[src/rtl/rx_link_pkg.sv]
// Shared definitions for the receive-lane link controller.
//   COMMA_BC        idle/comma byte used for sync acquisition
//   rx_state_e      controller state encoding
//   DEF_SYNC_COUNT  default number of clean commas needed to acquire sync
//   DEF_LOSS_COUNT  default run of symbol errors that declares loss of sync
package rx_link_pkg;

  localparam logic [7:0] COMMA_BC = 8'hBC;

  localparam int DEF_SYNC_COUNT = 4;
  localparam int DEF_LOSS_COUNT = 3;

  typedef enum logic [1:0] {
    ST_DISABLED = 2'd0,
    ST_SEARCH   = 2'd1,
    ST_ACTIVE   = 2'd2,
    ST_LOST     = 2'd3
  } rx_state_e;

endpackage

[src/rtl/rx_lane_sync_ctrl_sat_counter.sv]
// Saturating up-counter (module sat_counter).
//   clk    in   1      clock, posedge
//   rst_n  in   1      asynchronous active-low reset, clears count
//   inc    in   1      increment by one, holds at all-ones
//   clr    in   1      synchronous clear, wins over inc
//   cnt    out  WIDTH  current count
module sat_counter #(
  parameter int WIDTH = 4
) (
  input  logic             clk,
  input  logic             rst_n,
  input  logic             inc,
  input  logic             clr,
  output logic [WIDTH-1:0] cnt
);

  logic [WIDTH-1:0] r_cnt;

  always_ff @(posedge clk or negedge rst_n) begin
    if (!rst_n) begin
      r_cnt <= '0;
    end else if (clr) begin
      r_cnt <= '0;
    end else if (inc && (r_cnt != '1)) begin
      r_cnt <= r_cnt + 1'b1;
    end
  end

  assign cnt = r_cnt;

endmodule

[src/rtl/rx_lane_sync_ctrl.sv]
// Receive-lane link controller: enables the deserializer, acquires sync on
// a run of clean comma bytes, qualifies payload bytes, and restarts the
// deserializer when a run of symbol errors signals loss of sync.
// Optional statistics counters are built when RX_STATS_EN is defined.
//   clk_4f     in   1   byte clock
//   reset      in   1   asynchronous active-low reset
//   lane_en    in   1   lane enable; low forces DISABLED
//   data_in    in   8   byte from deserializer
//   sym_err    in   1   data_in is corrupt this cycle
//   des_en     out  1   deserializer run enable
//   data_rx    out  8   registered payload byte
//   valid_rx   out  1   data_rx holds a payload byte
//   active     out  1   lane in sync
//   sync_lost  out  1   one-cycle pulse on loss of sync
//   byte_cnt   out  16  payload bytes accepted (RX_STATS_EN)
//   err_cnt    out  8   sym_err cycles seen in ACTIVE (RX_STATS_EN)
//   dbg_state  out  2   current controller state
// Handshake: valid_rx is a qualifier only; there is no back-pressure, and
// data_rx/valid_rx follow data_in by exactly one clk_4f while ACTIVE.
module rx_lane_sync_ctrl
  import rx_link_pkg::*;
#(
  parameter int SYNC_COUNT = DEF_SYNC_COUNT,
  parameter int LOSS_COUNT = DEF_LOSS_COUNT
) (
  input  logic        clk_4f,
  input  logic        reset,
  input  logic        lane_en,
  input  logic [7:0]  data_in,
  input  logic        sym_err,
  output logic        des_en,
  output logic [7:0]  data_rx,
  output logic        valid_rx,
  output logic        active,
  output logic        sync_lost,
`ifdef RX_STATS_EN
  output logic [15:0] byte_cnt,
  output logic [7:0]  err_cnt,
`endif
  output rx_state_e   dbg_state
);

  rx_state_e  r_state;
  logic       r_des_en;
  logic [7:0] r_data_rx;
  logic       r_valid_rx;
  logic       r_active;
  logic       r_sync_lost;

  logic [3:0] w_bc_cnt;
  logic [3:0] w_err_run;
  logic       w_clean_comma;
  logic       w_sync_hit;
  logic       w_loss_hit;
  logic       w_payload;
  logic       w_bc_inc;
  logic       w_bc_clr;
  logic       w_err_inc;
  logic       w_err_clr;

  assign w_clean_comma = (data_in == COMMA_BC) && !sym_err;

  // The comma that brings bc_cnt to SYNC_COUNT (or the error that brings
  // err_run to LOSS_COUNT) triggers the transition on this same edge.
  assign w_sync_hit = (r_state == ST_SEARCH) && w_clean_comma &&
                      (({1'b0, w_bc_cnt} + 5'd1) == 5'(SYNC_COUNT));
  assign w_loss_hit = (r_state == ST_ACTIVE) && sym_err &&
                      (({1'b0, w_err_run} + 5'd1) >= 5'(LOSS_COUNT));

  assign w_payload = (r_state == ST_ACTIVE) && lane_en &&
                     (data_in != COMMA_BC) && !sym_err;

  // Counters are held at zero outside their own state, so they are
  // already clear whenever SEARCH or ACTIVE is entered.
  assign w_bc_inc  = (r_state == ST_SEARCH) && w_clean_comma;
  assign w_bc_clr  = !w_bc_inc || w_sync_hit || !lane_en;
  assign w_err_inc = (r_state == ST_ACTIVE) && sym_err;
  assign w_err_clr = !w_err_inc || w_loss_hit || !lane_en;

  sat_counter #(.WIDTH(4)) u_bc_cnt (
    .clk   (clk_4f),
    .rst_n (reset),
    .inc   (w_bc_inc),
    .clr   (w_bc_clr),
    .cnt   (w_bc_cnt)
  );

  sat_counter #(.WIDTH(4)) u_err_run (
    .clk   (clk_4f),
    .rst_n (reset),
    .inc   (w_err_inc),
    .clr   (w_err_clr),
    .cnt   (w_err_run)
  );

  // Outputs are registered for the state being entered; lane_en=0 wins
  // over any sync/loss event and suppresses the sync_lost pulse.
  always_ff @(posedge clk_4f or negedge reset) begin
    if (!reset) begin
      r_state     <= ST_DISABLED;
      r_des_en    <= 1'b0;
      r_data_rx   <= 8'h00;
      r_valid_rx  <= 1'b0;
      r_active    <= 1'b0;
      r_sync_lost <= 1'b0;
    end else begin
      r_des_en    <= 1'b0;
      r_data_rx   <= 8'h00;
      r_valid_rx  <= 1'b0;
      r_active    <= 1'b0;
      r_sync_lost <= 1'b0;
      if (!lane_en) begin
        r_state <= ST_DISABLED;
      end else begin
        case (r_state)
          ST_DISABLED: begin
            r_state  <= ST_SEARCH;
            r_des_en <= 1'b1;
          end
          ST_SEARCH: begin
            r_des_en <= 1'b1;
            if (w_sync_hit) begin
              r_state  <= ST_ACTIVE;
              r_active <= 1'b1;
            end
          end
          ST_ACTIVE: begin
            if (w_loss_hit) begin
              r_state     <= ST_LOST;
              r_sync_lost <= 1'b1;
            end else begin
              r_des_en   <= 1'b1;
              r_active   <= 1'b1;
              r_data_rx  <= data_in;
              r_valid_rx <= w_payload;
            end
          end
          default: begin
            r_state  <= ST_SEARCH;
            r_des_en <= 1'b1;
          end
        endcase
      end
    end
  end

`ifdef RX_STATS_EN
  // Statistics clear only on reset.
  sat_counter #(.WIDTH(16)) u_byte_cnt (
    .clk   (clk_4f),
    .rst_n (reset),
    .inc   (w_payload),
    .clr   (1'b0),
    .cnt   (byte_cnt)
  );

  sat_counter #(.WIDTH(8)) u_err_cnt (
    .clk   (clk_4f),
    .rst_n (reset),
    .inc   (w_err_inc),
    .clr   (1'b0),
    .cnt   (err_cnt)
  );
`endif

  assign des_en    = r_des_en;
  assign data_rx   = r_data_rx;
  assign valid_rx  = r_valid_rx;
  assign active    = r_active;
  assign sync_lost = r_sync_lost;
  assign dbg_state = r_state;

endmodule

[config.mk]
export PLATFORM = sky130hd
export DESIGN_NAME = rx_lane_sync_ctrl
export DESIGN_NICKNAME = d
export VERILOG_FILES = /design/src/rtl/rx_link_pkg.sv /design/src/rtl/rx_lane_sync_ctrl_sat_counter.sv /design/src/rtl/rx_lane_sync_ctrl.sv
export SDC_FILE = /design/constraint.sdc
export NUM_CORES = 1
export LEC_CHECK = 0
export CELL_PAD_IN_SITES_DETAIL_PLACEMENT = 1
export CELL_PAD_IN_SITES_GLOBAL_PLACEMENT = 1
export CORE_ASPECT_RATIO = 0.75
export CORE_UTILIZATION = 40
export DETAILED_ROUTE_END_ITERATION = 12
export PLACE_DENSITY = 0.81
export REMOVE_ABC_BUFFERS = 1
export SLEW_MARGIN = 20
export SYNTH_ARGS = -nofsm -noshare
export SYNTH_HDL_FRONTEND = slang
export SYNTH_SLANG_ARGS = --single-unit
[constraint.sdc]
create_clock -name clk_4f -period 3.8 [get_ports clk_4f]
set_clock_uncertainty 0.2 [all_clocks]
set_input_delay 0.76 -clock clk_4f [delete_from_list [all_inputs] [get_ports clk_4f]]
set_output_delay 0.76 -clock clk_4f [all_outputs]
set_load 0.03 [all_outputs]
==> results of run 1 <==
[path summary, 6_finish.rpt]
path | start | slack [ns] | endpoint
min reg2reg | u_bc_cnt.cnt[1] | 0.41 | u_bc_cnt.cnt[1]
max reg2reg | u_err_run.cnt[0] | 1.61 | dbg_state[0]
max | dbg_state[1] | 1.37 | dbg_state[1]
min | reset | 0.19 | dbg_state[0]
min in group clk_4f | u_bc_cnt.cnt[1] | 0.41 | u_bc_cnt.cnt[1]
max in group asynchronous | reset | 2.89 | valid_rx
[layout make-up]
type | count | share of cell area, %
timing repair buffer | 25 | 17.50
sequential | 22 | 39.29
clock buffer | 3 | 1.607
clock inverter | 1 | 2.143
multi-input combinational | 72 | 35.36
inverter | 4 | 1.071
tap | 34 | 3.036
[where the power goes]
| part | total, mW | internal, mW | switching (mW) |
|---|---|---|---|
| registers | 0.254 | 0.245 | 0.00929 |
| logic | 0.104 | 0.0466 | 0.0572 |
| clock network | 0.179 | 0.107 | 0.0723 |
[kinds of logic after synthesis]
logic type | count (synthesis)
AND/OR/NAND/NOR | 44
AO/OA/AOI/OAI | 16
XOR/XNOR | 2
adder cells (fa/ha/maj) | 6
other | 1
buffers and inverters | 4
flip-flops | 22
multiplexers | 2
[through the flow]
step	power, mW	hold slack, ns	setup slack [ns]	util, %	cells
after floorplan	0.3139	0.2644	1.821	-	98
after global placement	0.3596	0.3821	1.302	56.35	157
after detailed placement	0.3626	0.3818	1.202	56.35	157
after CTS	0.5446	0.4137	1.358	58.54	161
after global routing	0.5594	0.2138	1.323	58.33	161
final	0.5371	0.1892	1.374	58.33	161
[metal layers]
layer,global-route usage [%],vias up
li1,-,402
met1,23.73,403
met2,30.22,25
met3,7.865,2
met4,5.333,0
met5,0,-
[cell usage in the layout, fill, tap and decap left out, types with 2 or more instances in the layout]
cell	instances
nand2b_1	3
clkbuf_4	3
nor2_1	10
inv_1	4
nand2_1	4
conb_1	2
mux2i_1	2
nor3_1	2
xnor2_1	2
nand4b_1	2
ha_1	6
nand4_1	2
clkdlybuf4s50_1	24
o21ai_0	2
a21oi_1	2
and2_1	10
dfrtp_1	22
a41o_1	2
nand3_1	5
nor3_2	2
[state kept, by name (all words and copies together) (netlist names)]
register and flops:
valid_rx 1, u_err_run.cnt 4, u_bc_cnt.cnt 4, des_en 1, dbg_state 2, active 1
data_rx 8, sync_lost 1
==> results.json, run 1 <==
{
  "synth_compound_gate_area_share_pct": 11.36,
  "gr-total-overflow": 0,
  "number_of_buffers_inserted_by_port_buffering": 25,
  "cts.sink_count": 22,
  "total_leakage_power_nw": 0.6200,
  "grt_max_degree": 23,
  "run_status": "complete, no violations",
  "detailed_place.area_mm2": 0.001354,
  "antenna_violating_nets_post_route": 0,
  "cts_buffers": 3,
  "critPathArrivalTime_ns": 1.47,
  "drv_slew": 0,
  "chipHeight_um": 46.53,
  "drive_gt1_share_pct": 7.087,
  "crit_path_cell_trace": "clkdlybuf4s50_1",
  "m1WireLength_mm": 1.086,
  "finalCriticalPeriod_ns": 2.426,
  "cts_buffer_depth": 2,
  "vias": 832,
  "worst_ep_required_time_ns": 2.84,
  "fp.dieArea_mm2": 0.002855,
  "dr_wl_met2_mm": 1.023,
  "netlist_top_cells_area": "dfrtp_1 (52%), ha_1 (7.1%), and2_1 (5.9%)",
  "setup_tns_after_final_layout_ns": 0,
  "area.sequential_um2": 550.5,
  "post_cts_resize_count": 0,
  "synth_edf_count": 0,
  "top_layer": "met4",
  "list_of_most_frequent_post_synthesis_cells": "dfrtp_1 (22), and2_1 (10), nor2_1 (10)",
  "grt_setup_unrepaired": "no",
  "syn-cell-area_mm2": 0.001057,
  "post_synth_inst_count": 97,
  "synth_xor_xnor_area_share_pct": 1.657,
  "dominant_cell_by_count_in_the_synthesized_netlist": "dfrtp_1",
  "ys.warnings.count": 0,
  "cp_buf_inv_count": 1,
  "fp.coreArea_mm2": 0.002402,
  "gp_congestion": 0.7094,
  "synth_sequential_area_ratio_pct": 52.07,
  "num_io_pins": 26,
  "antenna_found_initial": 0,
  "start_util_pct": 44.01,
  "first_global_vias": 826,
  "power.density_mw_per_mm2": 383.3,
  "cts_tree": "yes",
  "route.detailed.wl_per_inst_um": 14.13,
  "htree_levels": 1,
  "critPathCaptureType": "output pin",
  "grt_pass1_wl_mm": 3.781,
  "totalWireLength_mm": 2.275,
  "worstSetupPathType": "flop to output pin",
  "synthArstFlopShare_pct": 100.0,
  "ff2ff_path_depth": 7,
  "fp.dieW_um": 61.37,
  "cts-hold-fix-buffers": 0,
  "per_cell_via_count_in_the_routed_design": 5.168,
  "clock_insertion_delay_worst_skew_ns": 0.31,
  "area_growth_syn_to_layout_pct": 32.54,
  "postCtsSetupBuffers": 0,
  "finalHoldViolCount": 0,
  "dominantRegCellSynth": "dfrtp_1",
  "maxCapViolations": 0,
  "synth_simple_gate_area_share_pct": 24.14,
  "detailedPlacementHpwl_mm": 1.759,
  "worst_path_dominant_cell_family": "buffers and inverters",
  "layout.cell_area.non_filler_mm2": 0.001401,
  "antenna_diode_count": 0,
  "drc_marker_count_from_the_first_detailed_route_iteration": 8,
  "post_synth.cell_area_avg_um2": 10.90,
  "synth.top_cell.area_share_pct": 52.07,
  "critical_path_depth": 1,
  "post_synth_fa_ha_maj_area_fraction_pct": 7.101,
  "min-delay-path-class": "primary input to async pin",
  "synth_cell_types": 32,
  "track_usage_pct": 18.94,
  "period_utilization_post_route_pct": 63.84,
  "cts_clock_pin_slew_for_the_worst_setup_and_hold_paths_ns": 0.12,
  "finish.net_count": 146,
  "multi_input_area_um2": 495.5,
  "fill_cells": 274,
  "ir_drop_mv": 0.2072,
  "synth.largest_area_cell": "dfrtp_1",
  "clockRootBuffer": "clkbuf_4",
  "setup-violations-final": 0,
  "met3RoutedLength_um": 151,
  "muxShareOfSynthArea_pct": 1.893,
  "drt_pass1_iterations": 4,
  "main_combinational_cell_family_by_area_after_synthesis": "simple AND/OR/NAND/NOR gates",
  "setup.worst_path.start_class": "flop",
  "row_count": 15,
  "drcViolationCount": 0,
  "post_synthesis_sequential_element_count": 22,
  "cp_max_fo": 5,
  "crit_path_max_incr_delay_ns": 0.71,
  "max_freq_mhz": 412.2,
  "timing.critical_path.slowest_stage_cell": "clkdlybuf4s50_1"
}
No activity file was read; power rests on OpenSTA's default activity.
==> inputs of run 2 (changes only) <==
--- a/config.mk
+++ b/config.mk
@@ -8,9 +8,9 @@
 export CELL_PAD_IN_SITES_DETAIL_PLACEMENT = 1
 export CELL_PAD_IN_SITES_GLOBAL_PLACEMENT = 1
 export CORE_ASPECT_RATIO = 0.75
-export CORE_UTILIZATION = 40
+export CORE_UTILIZATION = 37
 export DETAILED_ROUTE_END_ITERATION = 12
-export PLACE_DENSITY = 0.81
+export PLACE_DENSITY = 0.76
 export REMOVE_ABC_BUFFERS = 1
 export SLEW_MARGIN = 20
 export SYNTH_ARGS = -nofsm -noshare
==> constraint.sdc (replaced) <==
create_clock -name clk_4f -period 2.3 [get_ports clk_4f]
set_clock_uncertainty 0.2 [all_clocks]
set_input_delay 0.46 -clock clk_4f [delete_from_list [all_inputs] [get_ports clk_4f]]
set_output_delay 0.46 -clock clk_4f [all_outputs]
set_load 0.03 [all_outputs]
==> run 2 against run 1 <==
Net effect: worst setup slack worse by 1.3 ns; design area increased by 4.0%; via count increased by 1.9%; critical path depth increased by 6; power rose by 78%; count of clock-buffer cells in the layout unchanged; critical path type is now flop to flop; largest power group unchanged.
==> results.json, run 2 (same netlist as run 1, synthesis figures left out) <==
{
  "grt_pass1_wl_mm": 4.091,
  "fill_cells": 287,
  "largest_register_ff_count": 8,
  "antenna_found_initial": 0,
  "start_util_pct": 39.71,
  "post_cts_resize_count": 0,
  "cp_max_fo": 5,
  "antenna_violating_nets_post_route": 0,
  "fp.dieArea_mm2": 0.003078,
  "number_of_buffers_inserted_by_port_buffering": 25,
  "cts_clock_pin_slew_for_the_worst_setup_and_hold_paths_ns": 0.08,
  "drive_gt1_share_pct": 9.160,
  "maxCapViolations": 0,
  "chipHeight_um": 48.30,
  "track_usage_pct": 18.49,
  "num_io_pins": 26,
  "finalCriticalPeriod_ns": 2.185,
  "critPathArrivalTime_ns": 2.12,
  "worstSetupPathType": "flop to flop",
  "ir_drop_mv": 0.3663,
  "row_count": 16,
  "setup-violations-final": 0,
  "cts_buffers": 3,
  "fp.dieW_um": 63.73,
  "htree_levels": 1,
  "layout.cells.most_common": "clkdlybuf4s50_1",
  "cts.sink_count": 22,
  "finalHoldViolCount": 0,
  "gr-total-overflow": 0,
  "setup.worst_path.start_class": "flop",
  "postCtsSetupBuffers": 0,
  "setup_tns_after_final_layout_ns": 0,
  "antenna_diode_count": 0,
  "report.power.total_mw": 0.9577,
  "totalWireLength_mm": 2.542,
  "drcViolationCount": 0,
  "min-delay-path-class": "primary input to async pin",
  "timing.critical_path.slowest_stage_cell": "dfrtp_1",
  "drv_slew": 0,
  "drt_pass1_iterations": 4,
  "fp.coreArea_mm2": 0.002663,
  "worst_ep_required_time_ns": 2.24,
  "route.detailed.wl_per_inst_um": 15.22,
  "grt_setup_unrepaired": "no",
  "cts-hold-fix-buffers": 0,
  "clock_insertion_delay_worst_skew_ns": 0.26,
  "drc_marker_count_from_the_first_detailed_route_iteration": 21,
  "crit_path_max_incr_delay_ns": 0.43,
  "cts_buffer_depth": 2,
  "run_status": "complete, no violations",
  "grt_max_degree": 23,
  "clockRootBuffer": "clkbuf_8",
  "vias": 848,
  "cts_tree": "yes",
  "commonest_non_fill_non_tap_cells_in_the_layout": "clkdlybuf4s50_1 (25), dfrtp_1 (22), nor2_1 (10), and2_1 (10), ha_1 (6)",
  "power.density_mw_per_mm2": 657.0,
  "max_freq_mhz": 457.8,
  "total_leakage_power_nw": 0.6482,
  "crit_path_cell_trace": "inv_1 > ha_1 > nor2_1 > o31a_1 > or3b_4 > mux2i_1 > a21boi_1",
  "area_growth_syn_to_layout_pct": 37.87,
  "first_global_vias": 842,
  "gp_congestion": 0.8032,
  "period_utilization_post_route_pct": 94.98,
  "per_cell_via_count_in_the_routed_design": 5.078,
  "critPathCaptureType": "flop",
  "detailedPlacementHpwl_mm": 1.898,
  "finish.net_count": 150
}
==> run 2: per-layer routing <==
| metal | GRT usage (%) | part of all wire (%) |
|---|---|---|
| met4 | 5.000 | 0.87 |
| met3 | 7.009 | 6.8 |
| met5 | 0 | 0 |
| met1 | 22.79 | 44 |
| met2 | 31.49 | 48 |
==> run 2: stage by stage <==
stage | std cells | setup slack, ns | utilization (%) | hold slack [ns] | instance area, um2
after floorplan | 98 | 0.3209 | - | -0.03559 | 1061
after global placement | 163 | 0.1744 | 52.07 | 0.3781 | 1386
after detailed placement | 163 | 0.09104 | 52.07 | 0.3872 | 1386
after CTS | 167 | 0.1086 | 54.75 | 0.3500 | 1458
after global routing | 167 | 0.008946 | 54.75 | 0.3623 | 1458
final | 167 | 0.1154 | 54.75 | 0.3391 | 1458
==> run 2: path summary, 6_finish.rpt <==
path | startpoint | to | slack [ns] | depth (start not counted)
max | u_err_run.cnt[0] | dbg_state[0] | 0.12 | 7
min | reset | u_err_run.cnt[1] | 0.34 | 2
max reg2reg | u_err_run.cnt[0] | dbg_state[0] | 0.12 | 7
min reg2reg | u_bc_cnt.cnt[1] | u_bc_cnt.cnt[1] | 0.39 | 2
max in group asynchronous | reset | dbg_state[1] | 1.34 | 2
min in group clk_4f | u_bc_cnt.cnt[1] | u_bc_cnt.cnt[1] | 0.39 | 2
==> run 2: final cells by class <==
class                           count  area (um2)  share of cell area, %
Multi-Input combinational cell     72       495.5                  33.99
Tap cell                           36       45.04                  3.090
Inverter                            4       15.01                  1.030
Clock inverter                      1       30.03                  2.060
Sequential cell                    22       550.5                  37.77
Timing Repair Buffer               29       280.3                  19.23
Clock buffer                        3       41.29                  2.833
==> run 2: critical path, delay by kind of cell (launching register included) <==
family | cells | cell delay, ns
mux | 1 | 0.19
fa+ha+maj | 1 | 0.29
compound gates | 2 | 0.40
simple gates | 2 | 0.49
flops | 1 | 0.43
buf+inv | 1 | 0.06
==> run 2: where the power goes <==
group,switching [mW],leakage [nW],internal (mW)
Combinational,0.0975,0.315,0.0816
Clock,0.124,0.0357,0.232
Sequential,0.0171,0.297,0.405
Total,0.239,0.648,0.719
==> inputs of run 3 (changes only) <==
--- a/config.mk
+++ b/config.mk
@@ -8,9 +8,11 @@
 export CELL_PAD_IN_SITES_DETAIL_PLACEMENT = 1
 export CELL_PAD_IN_SITES_GLOBAL_PLACEMENT = 1
 export CORE_ASPECT_RATIO = 0.75
-export CORE_UTILIZATION = 37
+export CORE_MARGIN = 2
+export CORE_UTILIZATION = 39
+export CTS_BUF_LIST = sky130_fd_sc_hd__clkbuf_8
 export DETAILED_ROUTE_END_ITERATION = 12
-export PLACE_DENSITY = 0.76
+export PLACE_DENSITY = 0.79
 export REMOVE_ABC_BUFFERS = 1
 export SLEW_MARGIN = 20
 export SYNTH_ARGS = -nofsm -noshare
==> run 3 against run 2 <==
Net effect: critical path depth is the same; non-clock buffer count grew 1; clock power is essentially flat; combinational power is essentially flat; hold slack lost 0.0070 ns; die area grew 2.3%; sequential share of layout area shrank 0.17 points; critical endpoint unchanged; largest cell class unchanged.
==> results.json, run 3 (same netlist as run 1, synthesis figures left out) <==
{
  "cts_tree": "yes",
  "layout.cell_area.non_filler_mm2": 0.001468,
  "fp.dieW_um": 64.12,
  "antenna_diode_count": 0,
  "cp_buf_inv_count": 1,
  "maxCapViolations": 0,
  "drt_pass1_iterations": 4,
  "cts_buffers": 3,
  "chipHeight_um": 49.09,
  "start_util_pct": 40.62,
  "power.density_mw_per_mm2": 653.0,
  "crit_path_max_incr_delay_ns": 0.42,
  "post_cts_resize_count": 0,
  "detailedPlacementHpwl_mm": 1.926,
  "num_io_pins": 26,
  "area_growth_syn_to_layout_pct": 38.82,
  "grt_setup_unrepaired": "no",
  "track_usage_pct": 17.36,
  "drv_slew": 0,
  "drcViolationCount": 0,
  "finish.net_count": 151,
  "postCtsSetupBuffers": 0,
  "commonest_non_fill_non_tap_cells_in_the_layout": "clkdlybuf4s50_1 (25), dfrtp_1 (21), nor2_1 (10), and2_1 (10), ha_1 (6)",
  "gr-total-overflow": 0,
  "setup.worst_path.start_class": "flop",
  "max_freq_mhz": 467.8,
  "antenna_violating_nets_post_route": 0,
  "setup_tns_after_final_layout_ns": 0,
  "grt_pass1_wl_mm": 4.105,
  "cts.sink_count": 22,
  "first_global_vias": 905,
  "worstSetupPathType": "flop to flop",
  "cts_clock_pin_slew_for_the_worst_setup_and_hold_paths_ns": 0.08,
  "worst_ep_required_time_ns": 2.25,
  "critPathCaptureType": "flop",
  "number_of_buffers_inserted_by_port_buffering": 25,
  "finalHoldViolCount": 0,
  "ir_drop_mv": 0.3098,
  "setup-violations-final": 0,
  "clock_insertion_delay_worst_skew_ns": 0.26,
  "fp.coreArea_mm2": 0.002603,
  "drc_marker_count_from_the_first_detailed_route_iteration": 17,
  "area.sequential_um2": 551.8,
  "fill_cells": 288,
  "period_utilization_post_route_pct": 92.95,
  "fp.dieArea_mm2": 0.003148,
  "cp_max_fo": 5,
  "detailed_place.area_mm2": 0.001394,
  "grt_max_degree": 23,
  "worst_path_dominant_cell_family": "simple AND/OR/NAND/NOR gates",
  "totalWireLength_mm": 2.442,
  "report.power.total_mw": 0.9584,
  "cts_buffer_depth": 2,
  "per_cell_via_count_in_the_routed_design": 5.155,
  "row_count": 16,
  "cts-hold-fix-buffers": 0,
  "largest_register_ff_count": 8,
  "layout.cells.most_common": "clkdlybuf4s50_1",
  "multi_input_area_um2": 496.7,
  "timing.critical_path.slowest_stage_cell": "dfrtp_2",
  "finalCriticalPeriod_ns": 2.138,
  "drive_gt1_share_pct": 10.61,
  "run_status": "complete, no violations",
  "vias": 866,
  "min-delay-path-class": "primary input to async pin",
  "clockRootBuffer": "clkbuf_8",
  "total_leakage_power_nw": 0.6515,
  "htree_levels": 1,
  "gp_congestion": 0.7851,
  "critPathArrivalTime_ns": 2.09,
  "route.detailed.wl_per_inst_um": 14.54,
  "antenna_found_initial": 0,
  "crit_path_cell_trace": "inv_1 > ha_1 > nor2_1 > o31a_1 > or3b_4 > mux2i_1 > a21boi_1"
}
-- run 3: cell count changes in the layout (fill, tap and decap cells not counted) --
cell,delta
dfrtp_2,+1
a2111oi_0,-1
buf_4,+1
a2111oi_1,+1
dfrtp_1,-1
-- run 3: area by class of cell --
class	instances	share of cell area [%]
flip-flops and latches	22	37.60
repair buffers	30	19.61
clock inverters	1	2.046
clock buffers	3	2.813
inverters	4	1.023
well taps	36	3.069
multi-input cells	72	33.84
-- run 3: path summary, 6_finish.rpt --
path,end,slack (ns),startpoint,depth (start not counted)
min in group clk_4f,u_bc_cnt.cnt[0],0.42,u_bc_cnt.cnt[0],2
worst min-delay path,u_err_run.cnt[1],0.33,reset,2
worst min register to register,u_bc_cnt.cnt[0],0.42,u_bc_cnt.cnt[0],2
worst max register to register,dbg_state[0],0.16,u_err_run.cnt[0],7
worst max-delay path,dbg_state[0],0.16,u_err_run.cnt[0],7
max in group asynchronous,u_err_run.cnt[0],1.33,reset,2
-- run 3: power breakdown --
part,leakage [nW],switching (mW),internal (mW)
combinational,0.320,0.0953,0.0825
sequential,0.296,0.0164,0.405
clock,0.0357,0.127,0.233
total,0.651,0.239,0.720
-- run 3: worst register-to-register path: cells and delay by family (launching register included) --
kind                     cells  cell delay (ns)
AND/OR/NAND/NOR              2             0.48
flip-flops                   1             0.42
AO/OA/AOI/OAI                2             0.39
adder cells (fa/ha/maj)      1             0.29
multiplexers                 1             0.20
buffers and inverters        1             0.06
-- run 3: metal layers --
layer / GRT usage, % / part of all wire [%] / up-vias
met5: 0 / 0 / -
met1: 21.82 / 44 / 425
met3: 7.852 / 7.2 / 3
met4: 2.128 / 0.57 / 0
met2: 28.47 / 48 / 25
li1: - / - / 413
-- run 3: per-stage QoR --
step / setup slack [ns] / hold slack (ns) / utilization (%) / cells
floorplan: 0.3209 / -0.03559 / - / 98
global placement: 0.1819 / 0.3770 / 53.56 / 164
detailed placement: 0.1118 / 0.4046 / 53.56 / 164
CTS: 0.09038 / 0.3415 / 56.30 / 168
global route: 0.03231 / 0.3678 / 56.39 / 168
finish: 0.1622 / 0.3321 / 56.39 / 168
